`src/rtl/multiplexador_display.sv`:
```
// multiplexador_display
//   Time-multiplexed driver for a four-digit 7-segment display. A prescaler
//   divides clk down to one digit slot every DIV cycles. A 2-bit index walks
//   digits 0..3, and the display shows one digit per slot. New values are
//   double-buffered: a load lands in a pending buffer. The pending buffer is
//   copied to the active buffer only at the frame boundary (index 3 -> 0),
//   so a frame never mixes old and new digits.
//
//   Optional feature: define MULTIPLEXADOR_DISPLAY_LZB_EN to enable
//   leading-zero blanking. Digits 3..1 show 4'hF (blank) while they and all
//   higher digits are zero. Digit 0 is never blanked.
//
// Ports
//   clk       system clock, rising edge
//   rst       synchronous active-high reset
//   load      capture value into the pending buffer
//   value     four BCD nibbles, value[3:0] is digit 0 (rightmost)
//   sel       nibble code for the downstream 7-segment decoder
//   digit_en  active-low digit enables, bit n enables digit n
//   upd       one-cycle pulse, high in the first cycle of a frame whose
//             data was just transferred from pending to active
module multiplexador_display #(
  parameter int DIV = 50000
) (
  input  logic        clk,
  input  logic        rst,
  input  logic        load,
  input  logic [15:0] value,
  output logic [3:0]  sel,
  output logic [3:0]  digit_en,
  output logic        upd
);

  localparam int            CW   = $clog2(DIV);
  localparam logic [CW-1:0] LAST = CW'(DIV - 1);

  logic [CW-1:0] presc;
  logic [1:0]    idx;
  logic [15:0]   active;
  logic [15:0]   pending;
  logic          pending_valid;

  logic          wrap;
  logic          transfer;
  logic [3:0]    nibble;

  assign wrap     = (presc == LAST);
  // The transfer happens on the edge that takes the index from 3 back to 0.
  // The new frame therefore starts on fresh data at digit 0.
  assign transfer = wrap && (idx == 2'd3) && pending_valid;

  // NOTE: every register here is assigned with <=, so all of them see the
  // pre-edge values. This lets a coincident load and transfer move the old
  // pending data while the new value becomes pending.
  always_ff @(posedge clk) begin
    if (rst) begin
      presc         <= '0;
      idx           <= 2'd0;
      active        <= 16'hFFFF;
      pending       <= 16'hFFFF;
      pending_valid <= 1'b0;
      upd           <= 1'b0;
    end else begin
      upd <= transfer;

      if (wrap) begin
        presc <= '0;
        idx   <= idx + 2'd1;
      end else begin
        presc <= presc + CW'(1);
      end

      if (transfer) begin
        active <= pending;
      end

      // A load always wins over the clear. Several loads within one frame
      // simply overwrite pending, which gives last-wins behaviour.
      if (load) begin
        pending       <= value;
        pending_valid <= 1'b1;
      end else if (transfer) begin
        pending_valid <= 1'b0;
      end
    end
  end

  assign digit_en = ~(4'b0001 << idx);
  assign nibble   = active[{idx, 2'b00} +: 4];

`ifdef MULTIPLEXADOR_DISPLAY_LZB_EN
  logic lead_zero;

  // NOTE: lead_zero gets a default before the case statement, so no path
  // through this block leaves it unassigned and no latch is inferred.
  always_comb begin
    lead_zero = 1'b0;
    case (idx)
      2'd3:    lead_zero = (active[15:12] == 4'h0);
      2'd2:    lead_zero = (active[15:8]  == 8'h00);
      2'd1:    lead_zero = (active[15:4]  == 12'h000);
      default: lead_zero = 1'b0;
    endcase
  end

  assign sel = lead_zero ? 4'hF : nibble;
`else
  // Codes 10..15 pass through unchanged; the decoder blanks them itself.
  assign sel = nibble;
`endif

endmodule

```
`config.mk`:
```
export PLATFORM = sky130hd
export DESIGN_NAME = multiplexador_display
export DESIGN_NICKNAME = d
export VERILOG_FILES = /design/src/rtl/multiplexador_display.sv
export SDC_FILE = /design/constraint.sdc
export NUM_CORES = 1
export LEC_CHECK = 0
export CORE_MARGIN = 2
export CORE_UTILIZATION = 34
export CTS_CLUSTER_DIAMETER = 150
export DETAILED_ROUTE_END_ITERATION = 10
export MAX_ROUTING_LAYER = met4
export SETUP_SLACK_MARGIN = 0.02
export SLEW_MARGIN = 10
export SYNTH_ARGS = -nofsm -noshare
export SYNTH_HDL_FRONTEND = slang
export SYNTH_SLANG_ARGS = --single-unit
```
`constraint.sdc`:
```
create_clock -name clk -period 3.2 [get_ports clk]
set_clock_uncertainty 0.1 [all_clocks]
set_input_delay 0.32 -clock clk [delete_from_list [all_inputs] [get_ports clk]]
set_output_delay 0.32 -clock clk [all_outputs]
set_load 0.02 [all_outputs]
```
==> impl_metrics.yaml <==
status:
  run_status: "completed"
finish:
  final_common_cell: "sky130_fd_sc_hd__dfxtp_1"
  fillCellCount: 631
  multiInputGateArea_um2: 1110
  drive_gt1_share_pct: 6.69
  post_route_cell_area_um2: 2650
  final_cell_mix: "sky130_fd_sc_hd__dfxtp_1, sky130_fd_sc_hd__clkdlybuf4s50_1, sky130_fd_sc_hd__nand2_1"
  register_area_um2: 1040
  finalNetCount: 277
  area_delta_synth_final_pct: 15.9
  antenna_cells_inserted: 0
timing:
  transition_time_at_the_pin_with_the_least_slew_margin_ns: 1.04
  achievable-frequency_mhz: 394
  setup_repair_after_global_routing_missed_its_margin: "no"
  maxSlewHeadroom_pct: 30.4
  setup_viol: 0
  final_min_period_over_clock_period_pct: 79.3
  setup_tns_ns: 0
  final-max-slew-violation-count: 0
  final_worst_setup_slack_ns: 0.662
  post_layout_min_period_ns: 2.54
  final-hold-violation-count: 0
worst_setup_path:
  rr_worst_depth: 4
  worst-path-max-fanout: 16
  worstReg2RegStart: "presc[4]"
  worst_setup_path_start_kind: "flop"
  rr_endpoint: "pending_valid"
  critical_path.endpoint_type: "primary output"
  worst_setup_path_class: "flop to primary output"
  worstPathRequired_ns: 2.78
  rrSetupSlack_ns: 0.77
  cp.arrival_ns: 2.12
routing:
  drt.antenna.violating_nets: 0
  route.detailed.wl_per_inst_um: 13.4
  vias: 1703
  drt_first_iter_violations: 119
  wl_final_um: 4440
  drtPass1Iterations: 4
  drt_drc_violations_left: 0
  viasPerCell: 5.15
floorplanning:
  fp.dieH_um: 86.0
  fp.dieArea_um2: 7400
  initial_utilization_pct: 35.6
  fp-row-count: 29
  floorplan.core_area_um2: 6420
  num_io_pins: 28
  die_w_um: 86.0
clocking:
  htreeDepth: 2
  numCtsBuffers: 5
  clock_insertion_delay_worst_skew_ns: 0.30
  tritoncts: "yes"
  postCtsHoldBufs: 0
  clkSlewWorstSetupHoldPaths_ns: 0.09
  cts_repair_resize_count: 0
  clkSinkCount: 52
  post-cts-setup-buffer-count: 0
  cts_buffer_depth: 2
  cts-root-buf: "sky130_fd_sc_hd__clkbuf_8"
logic_synthesis:
  ys_top_cells_by_area: "sky130_fd_sc_hd__dfxtp_1, sky130_fd_sc_hd__a211o_1, sky130_fd_sc_hd__a41oi_1"
  synth.top_cell.area_share_pct: 45.5
  synth_edf_count: 0
  avgSynthCellArea_um2: 9.77
  synth_cells: 234
  synth_seq_area_share_pct: 45.5
  syn-cell-area_um2: 2290
  yosys_register_bits: 52
  dominantRegCellSynth: "sky130_fd_sc_hd__dfxtp_1"
  yosysWarnings: 0
  async_flop_share_pct: 0
  netlist-cell-type-count: 40
  synth_fp_nets: 258
  cell_taking_the_most_area_after_synthesis: "sky130_fd_sc_hd__dfxtp_1"
power_and_ir_drop:
  power_density_nw_per_um2: 428
  leakage_nw: 0.931
  vdd_ir_drop_max_uv: 176
place:
  detailed_place_hpwl_um: 2990
  detailed_place.area_um2: 2560
  io_buffers: 27
  dp_slack_ns: 0.819
  final_weighted_congestion_of_routability_driven_global_placement: 0.773
global_routing:
  via_count_of_the_first_global_routing_pass: 1538
  grt.total_usage_pct: 12.7
  antenna_violations_before_repair: 0
  grt_first_pass_wirelength_um: 7260
  globalRouteOverflowTotal: 0
  pin_count_of_the_biggest_net_entering_global_routing: 34
hold_path:
  worst_hold_path.num_cells: 2
  timing.hold.worst_endpoint: "active[6]"
  timing.hold.worst.class: "flop to flop"
  timing.hold.worst.start: "active[6]"
run:
  cap_violations: 0
[Yosys cell counts (2+ instances only)]
library cell / number
sky130_fd_sc_hd__nand3_1: 5
sky130_fd_sc_hd__and3_1: 2
sky130_fd_sc_hd__xor2_1: 7
sky130_fd_sc_hd__o21ai_1: 2
sky130_fd_sc_hd__or3_1: 2
sky130_fd_sc_hd__nor2b_1: 16
sky130_fd_sc_hd__a211o_1: 16
sky130_fd_sc_hd__inv_1: 8
sky130_fd_sc_hd__a31oi_1: 4
sky130_fd_sc_hd__clkbuf_1: 10
sky130_fd_sc_hd__ha_1: 5
sky130_fd_sc_hd__and4_1: 2
sky130_fd_sc_hd__nand2_1: 22
sky130_fd_sc_hd__nor3_1: 2
sky130_fd_sc_hd__buf_8: 2
sky130_fd_sc_hd__dfxtp_1: 52
sky130_fd_sc_hd__mux4_2: 4
sky130_fd_sc_hd__a41oi_1: 12
sky130_fd_sc_hd__buf_6: 2
sky130_fd_sc_hd__a21oi_1: 3
sky130_fd_sc_hd__o21ai_0: 16
sky130_fd_sc_hd__nand4_1: 3
sky130_fd_sc_hd__xnor2_1: 5
sky130_fd_sc_hd__nor2_1: 16
[where the power goes]
part / switching (mW) / internal, mW
Sequential: 0.0140 / 0.665
Clock: 0.202 / 0.177
Combinational: 0.0315 / 0.0454
Total: 0.247 / 0.887
[area by class of cell]
cell class | count | area share (%)
Clock buffer | 8 | 3.40
Inverter | 8 | 1.13
Multi-Input combinational cell | 158 | 42.0
Sequential cell | 52 | 39.3
Tap cell | 77 | 3.64
Timing Repair Buffer | 28 | 10.5
[cell families after synthesis]
family          after synthesis  share of synthesized area (%)
fa+ha+maj                     5                           2.74
xor+xnor                     12                           4.60
buf+inv                      24                           5.75
flops                        52                           45.5
compound gates               56                           17.5
mux                           5                           4.38
simple gates                 80                           19.5
[how the worst max path moves through the flow]
stage	slack (ns)	cells past startpoint	end	startpoint
2_1_floorplan	1.10	7	presc[10]	presc[4]
3_3_place_gp	0.87	4	pending_valid	presc[4]
3_5_place_dp	0.82	4	pending_valid	presc[4]
4_1_cts	0.62	3	digit_en[3]	idx[0]
5_1_grt	0.47	3	digit_en[3]	idx[0]
6_report	0.66	3	digit_en[3]	idx[0]
[per-layer routing]
layer,routed length [um],up-vias,track usage (%)
met1,2230,796,16.7
li1,-,877,-
met5,0,-,-
met4,30,0,3.32
met3,161,4,4.23
met2,2020,26,18.7
[worst max-delay path, stage by stage, from the launching register on]
cell	delay [ns]
sky130_fd_sc_hd__dfxtp_1	0.60
sky130_fd_sc_hd__ha_1	0.57
sky130_fd_sc_hd__inv_1	0.09
sky130_fd_sc_hd__clkdlybuf4s50_1	0.55
[stage by stage]
step                hold WS (ns)  instances  total power, mW  util [%]
floorplan                  0.318        234            0.739         -
global placement           0.343        323            0.771      39.8
detailed placement         0.347        323            0.771      39.8
CTS                        0.363        331             1.15      41.2
global route               0.381        331             1.19      41.2
finish                     0.361        331             1.13      41.2
[sequential cells by signal (all words and copies together), names as in the netlist]
signal and flops:
pending 16, active 16, presc 16, upd 1, idx 2, pending_valid 1
(Power assumes the default switching activity.)
